**config.mk**
```make
export PLATFORM = sky130hd
export DESIGN_NAME = writeback_reg
export DESIGN_NICKNAME = d
export VERILOG_FILES = /design/src/rtl/writeback_reg.sv
export SDC_FILE = /design/constraint.sdc
export NUM_CORES = 1
export LEC_CHECK = 0
export CAP_MARGIN = 20
export CORE_AREA = 5 5 210 212
export CTS_CLUSTER_SIZE = 16
export DETAILED_ROUTE_END_ITERATION = 8
export DIE_AREA = 0 0 215 217
export GPL_TIMING_DRIVEN = 0
export SYNTH_ARGS = -nofsm -noshare
export SYNTH_HDL_FRONTEND = slang
export SYNTH_SLANG_ARGS = --single-unit
```
**constraint.sdc**
```tcl
create_clock -name clk -period 5.2 [get_ports clk]
set_input_delay 1.04 -clock clk [delete_from_list [all_inputs] [get_ports clk]]
set_output_delay 1.04 -clock clk [all_outputs]
set_load 0.03 [all_outputs]
```
**src/rtl/writeback_reg.sv**
```systemverilog
// MEM->WB pipeline register with sub-word load formatting; 1-cycle latency; stall_hold freezes all state, stall_m or flush inserts a bubble.
// Optional WB_PERF_CNT_EN adds 64-bit retired/bubble counters (tied to 0 otherwise).
module writeback_reg #(
    parameter int XLEN = 64,
    parameter int RA_W = 5
) (
    input  logic            clk,
    input  logic            reset,
    input  logic            in_valid,
    input  logic [XLEN-1:0] in_pc,
    input  logic [RA_W-1:0] in_wa,
    input  logic            in_regwrite,
    input  logic            in_memread,
    input  logic [1:0]      in_size,
    input  logic            in_unsigned,
    input  logic [2:0]      in_addr_lo,
    input  logic [XLEN-1:0] in_result_alu,
    input  logic [XLEN-1:0] in_rdata,
    input  logic            stall_m,
    input  logic            stall_hold,
    input  logic            flush,
    output logic            wb_valid,
    output logic [XLEN-1:0] wb_pc,
    output logic [RA_W-1:0] wb_wa,
    output logic            wb_regwrite,
    output logic [XLEN-1:0] wb_wd,
    output logic [RA_W-1:0] fwd_wa,
    output logic            fwd_regwrite,
    output logic [XLEN-1:0] fwd_result,
    output logic [63:0]     perf_retired,
    output logic [63:0]     perf_bubbles
);

    logic [2:0]      laneOff;
    logic [XLEN-1:0] laneData;
    logic [XLEN-1:0] fmtData;
    logic [XLEN-1:0] nextWd;
    logic            signExt;

    // Misaligned low address bits are dropped by masking to the access size.
    always_comb begin
        laneOff = 3'd0;
        case (in_size)
            2'd0:    laneOff = in_addr_lo;
            2'd1:    laneOff = {in_addr_lo[2:1], 1'b0};
            2'd2:    laneOff = {in_addr_lo[2], 2'b00};
            default: laneOff = 3'd0;
        endcase
    end

    assign laneData = in_rdata >> {laneOff, 3'b000};
    assign signExt  = ~in_unsigned;

    always_comb begin
        fmtData = laneData;
        case (in_size)
            2'd0:    fmtData = {{(XLEN-8){signExt & laneData[7]}}, laneData[7:0]};
            2'd1:    fmtData = {{(XLEN-16){signExt & laneData[15]}}, laneData[15:0]};
            2'd2:    fmtData = {{(XLEN-32){signExt & laneData[31]}}, laneData[31:0]};
            default: fmtData = laneData;
        endcase
    end

    assign nextWd = in_memread ? fmtData : in_result_alu;

    always_ff @(posedge clk or posedge reset) begin
        if (reset) begin
            wb_valid    <= 1'b0;
            wb_pc       <= '0;
            wb_wa       <= '0;
            wb_regwrite <= 1'b0;
            wb_wd       <= '0;
        end else if (!stall_hold) begin
            if (flush || stall_m) begin
                wb_valid    <= 1'b0;
                wb_pc       <= '0;
                wb_wa       <= '0;
                wb_regwrite <= 1'b0;
                wb_wd       <= '0;
            end else begin
                wb_valid    <= in_valid;
                wb_pc       <= in_pc;
                wb_wa       <= in_wa;
                wb_regwrite <= in_valid & in_regwrite & (in_wa != '0);
                wb_wd       <= nextWd;
            end
        end
    end

    assign fwd_wa       = wb_wa;
    assign fwd_regwrite = wb_regwrite;
    assign fwd_result   = wb_wd;

`ifdef WB_PERF_CNT_EN
    always_ff @(posedge clk or posedge reset) begin
        if (reset) begin
            perf_retired <= '0;
            perf_bubbles <= '0;
        end else if (!stall_hold) begin
            if (wb_valid) begin
                perf_retired <= perf_retired + 64'd1;
            end
            if (stall_m && !flush) begin
                perf_bubbles <= perf_bubbles + 64'd1;
            end
        end
    end
`else
    assign perf_retired = 64'd0;
    assign perf_bubbles = 64'd0;
`endif

endmodule
```
==> results.tsv <==
stage	metric	value	unit
run_status	outcome	completed	
power	switchingPower	1.24	mW
detailed_routing	post_drt_wl_per_cell	22.3	µm
detailed_routing	ant_nets	0	
cells_and_area	seqCellArea	3380	µm²
power	p_leak	6.60	nW
cts	clkLatencyLatePin	0.43	ns
worst_setup_path	path_cells	clkdlybuf4s50_1 > buf_2 > buf_2 > nand2_2 > nand2_1 > buf_2 > clkbuf_1 > nor2_1 > a211oi_1 > o221ai_1 > nand2_1	
floorplanning	rows	75	
cts	cts-resized-gates	0	
worst_hold_path	min_from	wb_pc[54]$_DFFE_PP0N_	
power	switching_share	34.6	%
power	seq_power_share	32.6	%
power	comb_power_share	33.4	%
detailed_routing	vias	8741	
synthesis	syn_area_per_cell	9.37	µm²
timing	finalCritPeriodShare	71.4	%
worst_setup_path	required	5.57	ns
global_route	grt_remaining_overflow	0	
detailed_routing	first_pass_iters	5	
floorplanning	start_util	20.3	%
cts	postCtsSetupRepairBufs	0	
timing	slew_headroom	36.7	%
worst_setup_path	worstPathArrival	4.08	ns
worst_setup_path	critPathLaunch	in_size[1]	
detailed_routing	vias_per_cell	4.31	
flow_run	drv_cap	0	
synthesis	synthesis.area	8470	µm²
placed_design	numPortBuffers	415	
cts	clockBufferDepth	2	
timing	slew_viol_final	0	
worst_setup_path	path_max_fanout	10	
worst_setup_path	path_common_cell	buf_2	
global_route	grt_max_degree	81	
cells_and_area	final_cell_area	14400	µm²
synthesis	yosysSeqAreaShare	39.9	%
global_route	antenna_found_initial	14	
worst_setup_path	cp-end-kind	flop	
timing	min_period	3.71	ns
cts	clkSinkCount	135	
power	p_int	2.35	mW
cts	numCtsBuffers	17	
cts	cts-root-buf	clkbuf_16	
placed_design	post_dp_cell_area	13800	µm²
cells_and_area	drive_gt1_share	20.0	%
worst_setup_path	cp_slowest_cell	clkdlybuf4s50_1	
power	max-vdd-ir-drop	0.000154	V
timing	hold_viol_final	0	
floorplanning	coreArea	41800	µm²
cts	htree_num_levels	4	
timing	tightest_slew	0.950	ns
placed_design	hpwl	37.8	mm
power	power_frac_clock	34.1	%
cts	clk_pin_slew	0.06	ns
synthesis	synth_cells	904	
synthesis	yosys_warnings	0	
global_route	grt_pass1_wl	64.3	mm
timing	clock.fmax	269	MHz
synthesis	asyncSetResetFlopFracSynth	100	%
cells_and_area	fillers	4313	
placed_design	gp_congestion	0.918	
worst_setup_path	start_kind	primary input	
global_route	grt_use_total	18.7	%
floorplanning	fp.dieW	215	µm
synthesis	ys_ff_latch	135	
synthesis	synth_edf_count	0	
floorplanning	io_pins	544	
floorplanning	die_h	217	µm
floorplanning	die_area	46700	µm²
worst_setup_path	cpPeakStageDelay	0.54	ns
worst_hold_path	hold_class	flop to flop	
cells_and_area	area_growth	70.3	%
synthesis	synth.distinct_cells	60	
detailed_routing	drt_iter0_drc	515	
timing	whs	0.508	ns
timing	rsz0062_at_grt	false	
worst_setup_path	r2r_start	fwd_result[0]$_DFFE_PP0N_	
worst_setup_path	path_class	primary input to flop	
power	total_power	3.59	mW
cells_and_area	multiInputGateArea	3790	µm²
detailed_routing	drc	0	
detailed_routing	wirelength	45.2	mm
cts	ctsHoldBuffers	0	
cells_and_area	nets	1678	
timing	clock_skew	0	ns
cts	cts_tree	built	
global_route	grt_pass1_vias	9281	
timing	setup_viol	0	
power	power.density	249	nW/µm²
synthesis	synth_ff_type	dfrtp_1	
-- kinds of logic after synthesis --
family,after synthesis,share of synthesized area [%]
and+or+nand+nor,224,11.8
AOI/OAI and AO/OA,259,23.5
buffers and inverters,266,21.1
other,1,0.0443
DFF,135,39.9
muxes,19,3.71
-- worst max-delay path, delay by kind of cell --
| family | cells | cell delay [ns] |
|---|---|---|
| AO/OA/AOI/OAI | 2 | 0.69 |
| buffers and inverters | 5 | 1.81 |
| AND/OR/NAND/NOR | 4 | 0.52 |
-- per-layer routing --
metal  up-vias  GRT usage [%]  wire length, µm
met5         -              0               85
met2       408           33.2            22800
met1      4224           20.6            17200
met3        60           7.03             3810
li1       4035              -                -
met4        14           6.51             1230
-- sequential cells by signal, indices dropped and copies added (netlist names) --
signal and flops:
fwd_result 64, wb_valid 1, fwd_regwrite 1, fwd_wa 5
wb_pc 64
-- cell type report --
cell class	count	area share (%)
clock buffers	18	2.98
plain buffers	261	12.2
flip-flops and latches	135	23.4
diodes	8	0.139
inverters	5	0.165
well taps	539	4.68
repair buffers	417	29.1
multi-input cells	630	26.3
clock inverters	14	1.06
-- power groups by stage --
| stage | registers [mW] | clock network [mW] | logic [mW] |
|---|---|---|---|
| 2_1_floorplan | 1.30 | 0 | 0.551 |
| 3_3_place_gp | 1.19 | 0 | 1.19 |
| 3_5_place_dp | 1.19 | 0 | 1.20 |
| 4_1_cts | 1.17 | 1.25 | 1.20 |
| 5_1_grt | 1.18 | 1.30 | 1.27 |
| 6_report | 1.17 | 1.22 | 1.20 |
-- metrics by stage --
step	cells	setup TNS [ns]	utilization, %	setup slack [ns]
final	2027	0	34.5	1.49
after global routing	2024	0	34.5	1.31
after CTS	2019	0	34.5	1.50
after detailed placement	1987	0	33.1	1.04
after global placement	1985	-249.32	33.0	-1.86
after floorplan	1031	0	-	0.549
-- worst paths after layout --
kind                                              endpoint  slack [ns]  depth (start not counted)
worst max-delay path            fwd_result[27]$_DFFE_PP0N_        1.49                         11
worst min-delay path                 wb_pc[54]$_DFFE_PP0N_        0.51                          1
worst max register to register   fwd_result[0]$_DFFE_PP0N_        4.23                          2
worst min register to register       wb_pc[54]$_DFFE_PP0N_        0.51                          1
max in group asynchronous       fwd_result[31]$_DFFE_PP0N_        3.31                          3
min in group asynchronous            wb_pc[22]$_DFFE_PP0N_        1.06                          2
-- synthesized netlist by cell type, types with 8 or more instances --
library cell	number	share of area, %
buf_4	199	18
dfrtp_1	135	40
nand2_1	104	4.6
a22o_1	74	7.7
nor2_1	65	2.9
clkbuf_1	49	2.2
o21ai_0	47	2.8
a22oi_1	35	3.1
o21ai_2	30	3.1
a21oi_1	12	0.71
nand3_1	10	0.59
o221ai_1	10	1.0
a31oi_1	9	0.66
a311oi_1	8	0.83
nand2b_1	8	0.59
-- cell usage in the layout, fill, tap and decap left out, drive strengths merged, types with 5 or more instances in the layout --
cell and n:
a21oi 12, nand3 11, nand2b 9, o21ai 79, a31oi 9, buf 214, o221ai 11, diode 8
nand2 105, dfrtp 135, nor2b 6, nor3 7, mux4 9, mux2i 7, a22o 74, and3 7
clkbuf 67, a22oi 35, inv 7, clkdlybuf4s50 415, nor2 65, conb 128, a311oi 8, clkinv 7
a21o 5
(Power assumes the default switching activity.)
